## config.mk

```make
export PLATFORM = sky130hd
export DESIGN_NAME = demux_1to16_deser_flat
export DESIGN_NICKNAME = d
export VERILOG_FILES = /design/src/rtl/demux_1to16_deser_if.sv /design/src/rtl/demux_1to16_deser.sv /design/src/flat_wrapper.sv
export SDC_FILE = /design/constraint.sdc
export NUM_CORES = 1
export LEC_CHECK = 0
export CORE_MARGIN = 2
export CORE_UTILIZATION = 56
export CTS_BUF_LIST = sky130_fd_sc_hd__clkbuf_4 sky130_fd_sc_hd__clkbuf_8
export DETAILED_ROUTE_END_ITERATION = 6
export PLACE_DENSITY = 0.82
export SLEW_MARGIN = 20
export SYNTH_ARGS = -nofsm -noshare
export SYNTH_HDL_FRONTEND = slang
export SYNTH_SLANG_ARGS = --single-unit
export TNS_END_PERCENT = 30
```

## constraint.sdc

```tcl
create_clock -name clk_i -period 2.2 [get_ports clk_i]
set_input_delay 0.66 -clock clk_i [delete_from_list [all_inputs] [get_ports clk_i]]
set_output_delay 0.66 -clock clk_i [all_outputs]
set_load 0.02 [all_outputs]
```

## src/rtl/demux_1to16_deser_if.sv

```systemverilog
// Bus bundle for the 1-to-16 deserializer: serial input handshake, word output
// handshake and the select/busy status seen by the consumer side.
interface demux_1to16_deser_if #(
  parameter int WIDTH = 16,
  parameter int SEL_W = 4
);
  // Handshake: an input beat happens on a rising edge where in_valid && in_ready;
  // a word is taken on a rising edge where out_valid && out_ready. Neither ready
  // depends combinationally on the valid it is paired with, and a producer must
  // hold its data stable while valid is high and ready is low.
  logic             in_data;
  logic             in_valid;
  logic             in_ready;
  logic [WIDTH-1:0] out_data;
  logic             out_valid;
  logic             out_ready;
  logic [SEL_W-1:0] sel;
  logic             busy;

  modport master (
    output in_data, in_valid, out_ready,
    input  in_ready, out_data, out_valid, sel, busy
  );

  modport slave (
    input  in_data, in_valid, out_ready,
    output in_ready, out_data, out_valid, sel, busy
  );
endinterface

```

## src/rtl/demux_1to16_deser.sv

```systemverilog
// Serial-to-parallel deserializer: one bit per beat into a select-counter slot,
// completed words handed to a double-buffered output. Optional DEMUX_CLEAR_EN adds clear_i.
module demux_1to16_deser #(
  parameter int WIDTH     = 16,
  parameter int SEL_W     = 4,
  parameter bit MSB_FIRST = 1'b0
) (
  input  logic               clk_i,
  input  logic               rst_ni,
`ifdef DEMUX_CLEAR_EN
  input  logic               clear_i,
`endif
  demux_1to16_deser_if.slave bus,
  output logic               state_o
);

  typedef enum logic {
    EMPTY = 1'b0,
    FULL  = 1'b1
  } state_e;

  localparam logic [SEL_W-1:0] LAST_SEL = SEL_W'(WIDTH - 1);

  state_e           state_q;
  logic [SEL_W-1:0] sel_q, sel_d;
  logic [SEL_W-1:0] slot;
  logic [WIDTH-1:0] asm_q, asm_d;
  logic [WIDTH-1:0] out_q;
  logic             out_valid_q;
  logic             last;
  logic             beat;
  logic             complete;
  logic             clear;

`ifdef DEMUX_CLEAR_EN
  assign clear = clear_i;
`else
  assign clear = 1'b0;
`endif

  assign last     = (sel_q == LAST_SEL);
  // Only the final beat can stall, and only while the held word is still unconsumed.
  assign bus.in_ready = !(last && out_valid_q && !bus.out_ready);
  assign beat     = bus.in_valid && bus.in_ready;
  assign complete = beat && last && !clear;
  assign slot     = MSB_FIRST ? (LAST_SEL - sel_q) : sel_q;

  always_comb begin
    asm_d       = asm_q;
    asm_d[slot] = bus.in_data;
    sel_d       = last ? '0 : (sel_q + SEL_W'(1));
  end

  always_ff @(posedge clk_i or negedge rst_ni) begin
    if (!rst_ni) begin
      sel_q <= '0;
      asm_q <= '0;
    end else if (clear) begin
      sel_q <= '0;
      asm_q <= '0;
    end else if (beat) begin
      sel_q <= sel_d;
      asm_q <= asm_d;
    end
  end

  // Output FSM: a completing word may replace a word consumed on the same edge.
  always_ff @(posedge clk_i or negedge rst_ni) begin
    if (!rst_ni) begin
      state_q     <= EMPTY;
      out_q       <= '0;
      out_valid_q <= 1'b0;
    end else begin
      case (state_q)
        EMPTY: begin
          if (complete) begin
            state_q     <= FULL;
            out_q       <= asm_d;
            out_valid_q <= 1'b1;
          end
        end
        FULL: begin
          if (complete) begin
            out_q <= asm_d;
          end else if (bus.out_ready) begin
            state_q     <= EMPTY;
            out_valid_q <= 1'b0;
          end
        end
        default: begin
          state_q     <= EMPTY;
          out_valid_q <= 1'b0;
        end
      endcase
    end
  end

  assign bus.out_data  = out_q;
  assign bus.out_valid = out_valid_q;
  assign bus.sel       = sel_q;
  assign bus.busy      = (sel_q != '0);
  assign state_o       = (state_q == FULL);

endmodule

```

## src/flat_wrapper.sv

```systemverilog
// flat-port wrapper written by rule: the top's interface ports become plain ports
module demux_1to16_deser_flat 
#(
  parameter int WIDTH     = 16,
  parameter int SEL_W     = 4,
  parameter bit MSB_FIRST = 1'b0
)
  (clk_i, rst_ni, state_o, bus_in_data, bus_in_valid, bus_out_ready, bus_in_ready, bus_out_data, bus_out_valid, bus_sel, bus_busy);
  demux_1to16_deser_if #(.WIDTH(WIDTH), .SEL_W(SEL_W)) bus_i ();
  input  logic clk_i;
  input  logic rst_ni;
  output logic state_o;
  input wire logic [$bits(bus_i.in_data)-1:0] bus_in_data;
  input wire logic [$bits(bus_i.in_valid)-1:0] bus_in_valid;
  input wire logic [$bits(bus_i.out_ready)-1:0] bus_out_ready;
  output wire logic [$bits(bus_i.in_ready)-1:0] bus_in_ready;
  output wire logic [$bits(bus_i.out_data)-1:0] bus_out_data;
  output wire logic [$bits(bus_i.out_valid)-1:0] bus_out_valid;
  output wire logic [$bits(bus_i.sel)-1:0] bus_sel;
  output wire logic [$bits(bus_i.busy)-1:0] bus_busy;
  assign bus_i.in_data = bus_in_data;
  assign bus_i.in_valid = bus_in_valid;
  assign bus_i.out_ready = bus_out_ready;
  assign bus_in_ready = bus_i.in_ready;
  assign bus_out_data = bus_i.out_data;
  assign bus_out_valid = bus_i.out_valid;
  assign bus_sel = bus_i.sel;
  assign bus_busy = bus_i.busy;
  demux_1to16_deser #(.WIDTH(WIDTH), .SEL_W(SEL_W), .MSB_FIRST(MSB_FIRST)) u_core (.clk_i(clk_i), .rst_ni(rst_ni), .bus(bus_i), .state_o(state_o));
endmodule
```

==> impl_metrics.tcl <==
set metrics [dict create \
    path_clk_slew_ps 110 \
    use_met2_pct 37.5 \
    clock.fmax_ghz 0.452 \
    yosys_most_used_dff "dfrtp_1" \
    drv_cap 0 \
    cts_inserted_buffers 5 \
    hpwl_um 2760 \
    clockBufferDepth 2 \
    setup_tns_ps -11.5 \
    p_per_area_mw_per_mm2 1310 \
    drive_gt1_share_pct 40.7 \
    setup_viol 1 \
    hold_start "u_core.state_o$_DFF_PN0_" \
    grt_pass1_wl_um 6740 \
    r2r_start "u_core.bus.sel[0]$_DFFE_PN0P_" \
    synth_edf_count 0 \
    antenna_found_initial 0 \
    arrival_ps 1550 \
    hold_path.class "flip-flop to flip-flop" \
    worstHoldPathCells 1 \
    muxShareOfSynthArea_pct 28.3 \
    ys_seq_area_share_pct 45.8 \
    syn_inst 161 \
    wl_per_cell_um 15.7 \
    crit_required_ps 1540 \
    yosys_warnings 0 \
    syn-cell-area_mm2 0.00202 \
    worst-r2r-cell-count 6 \
    worst_pin_slew_ps 463 \
    vias_per_cell 5.50 \
    grt_util_met1_pct 25.3 \
    synth_common_cells "mux2_2, dfrtp_1, nand3_1, nand3b_1, mux2_4" \
    synth_adder_area_share_pct 2.48 \
    die_x_um 64.1 \
    core_mm2 0.00339 \
    initial_core_util_pct 59.6 \
    drv_slew 0 \
    synthTopCellsByArea "dfrtp_1, mux2_2, mux2_4" \
    holdPathEnd "u_core.bus.out_valid$_DFFE_PN0P_" \
    ys_async_sr_fraction_pct 100 \
    drcViolationCount 0 \
    postCtsHoldBufs 0 \
    clock_skew_ps 2.76 \
    dp.cells 242 \
    synth_top_family_by_area "multiplexers" \
    drtIter0Drc 56 \
    die_height_um 64.1 \
    synth_top_area_share_pct 45.8 \
    dieArea_mm2 0.00410 \
    yosysTopAreaCell "dfrtp_1" \
    leakagePower_nw 1.13 \
    worstSkewPairLatency_ps 340 \
    drtAntennaViolNets 0 \
    htree_levels 2 \
    rrSetupSlack_ps 350 \
    nets 212 \
    wl_um 3920 \
    gp_congestion 0.864 \
    yosys.area_share.simple_pct 15.0 \
    worst_slack_ps -11.5 \
    grt_use_met3_pct 6.87 \
    ys_seq_elements 37 \
    synth_xor_area_share_pct 0 \
    failed_checks "negative setup slack" \
    cts_tree "done" \
    busiest_layer "met2" \
    grt.total_usage_pct 21.4 \
    hold_violations 0 \
    vias 1374 \
    synth.most_common_cell "mux2_2" \
    final_cells 250 \
    grt_overflow 0 \
    io_pins 29 \
    worstSetupPathType "input port to output port" \
    rsz0062_at_grt "true" \
    period_share_pct 101 \
    portBuffers 28 \
    reg2reg_to "u_core.bus.sel[3]$_DFFE_PN0P_" \
    peakVddDrop_mv 0.731 \
    grt_max_degree 38 \
    syn_nets 170 \
    syn_avg_cell_area_um2 12.5 \
    rows 21 \
    fin_crit_ps 2210 \
    n_antenna_cell 0 \
    cp-end-kind "output port" \
    syn_to_final_growth_pct 25.2 \
    cp-start-kind "input port" \
    synth_compound_area_share_pct 2.91 \
    nFillCells 223 \
    status "finished with violations" \
    yosysUniqueCellTypes 33 \
    worst-path-max-fanout 2 \
    cts_root_buffer "clkbuf_4" \
    slew_headroom_pct 69.1 \
    cts_sinks 37 \
    grt_pass1_vias 1426 \
    dr.pass1.iters 4 \
]
-- worst max path at each step --
stage / end / from / slack, ps
after floorplan: bus_busy / u_core.bus.sel[0]$_DFFE_PN0P_ / 260
after global placement: bus_in_ready / bus_out_ready / -440
after detailed placement: bus_in_ready / bus_out_ready / -450
after CTS: bus_busy / u_core.bus.sel[1]$_DFFE_PN0P_ / -60
after global routing: bus_in_ready / bus_out_ready / -40
final: bus_in_ready / bus_out_ready / -10
-- cells by family after synthesis --
kind of cell | after synthesis
AOI/OAI and AO/OA | 9
adders and majority gates | 4
buffers and inverters | 17
DFF | 37
muxes | 48
and+or+nand+nor | 46
-- layer usage --
layer	share of wire, %	routed length (um)
met4	1.2	47
met5	0	0
met1	44	1730
met2	51	1990
met3	4.1	159
-- flip-flops by register name, indices dropped and copies added (netlist names) --
| signal | flops |
|---|---|
| u_core.asm_q | 15 |
| u_core.bus.out_data | 16 |
| u_core.bus.out_valid | 1 |
| u_core.bus.sel | 4 |
| u_core.state_o | 1 |
-- where the power goes --
| group | internal [W] | switching (W) | leakage (nW) | total, W |
|---|---|---|---|---|
| clock | 0.000358 | 0.000238 | 0.0558 | 0.000595 |
| sequential | 0.000952 | 0.000168 | 0.474 | 0.00112 |
| combinational | 0.000856 | 0.000734 | 0.597 | 0.00159 |
| total | 0.00216 | 0.00114 | 1.13 | 0.00330 |
-- placed cells by master, fill, tap and decap left out, drive strengths merged, types with 2 or more instances in the layout --
cell type,Yosys,routed
nor3,2,2
inv,4,5
nand3,11,11
dfrtp,37,37
and3,3,3
mux2,48,48
nand4,3,3
dlygate4sd2,0,2
ha,4,4
o21ai,2,2
bufinv,0,2
nand2,3,3
nor3b,4,4
nor2b,3,3
clkdlybuf4s50,0,24
nor2,3,3
buf,8,21
clkbuf,5,6
a21oi,3,3
nand3b,9,9
-- through the flow --
stage / instance area, um2 / setup slack, ps / hold slack [ps] / total power, W / utilization [%]
6_report: 2530 / -11.5 / 488 / 0.00330 / 74.6
5_1_grt: 2530 / -40.2 / 506 / 0.00350 / 74.6
4_1_cts: 2530 / -57.4 / 491 / 0.00332 / 74.5
3_5_place_dp: 2420 / -454 / 487 / 0.00273 / 71.5
3_3_place_gp: 2420 / -440 / 457 / 0.00266 / 71.5
2_1_floorplan: 2020 / 257 / 364 / 0.00216 / -
-- layout make-up --
type	count	area (um2)	area share [%]
clock buffers	5	37.5	1.48
inverters	4	15.0	0.594
repair buffers	48	430	17.0
well taps	46	57.6	2.28
multi-input cells	107	993	39.3
flip-flops and latches	37	926	36.6
clock inverters	3	68.8	2.72
-- critical path, cell delays in order --
cell,delay [ps]
clkdlybuf4s50_1,410
and2b_4,250
nand3_1,70
buf_2,160
-- repair_timing --
item / in CTS / in global routing
endpoints found under the setup margin: 4 / 2
resized for setup: 8 / 3
setup buffers: 0 / 0
Note: power is estimated with default switching activity, not from simulation.
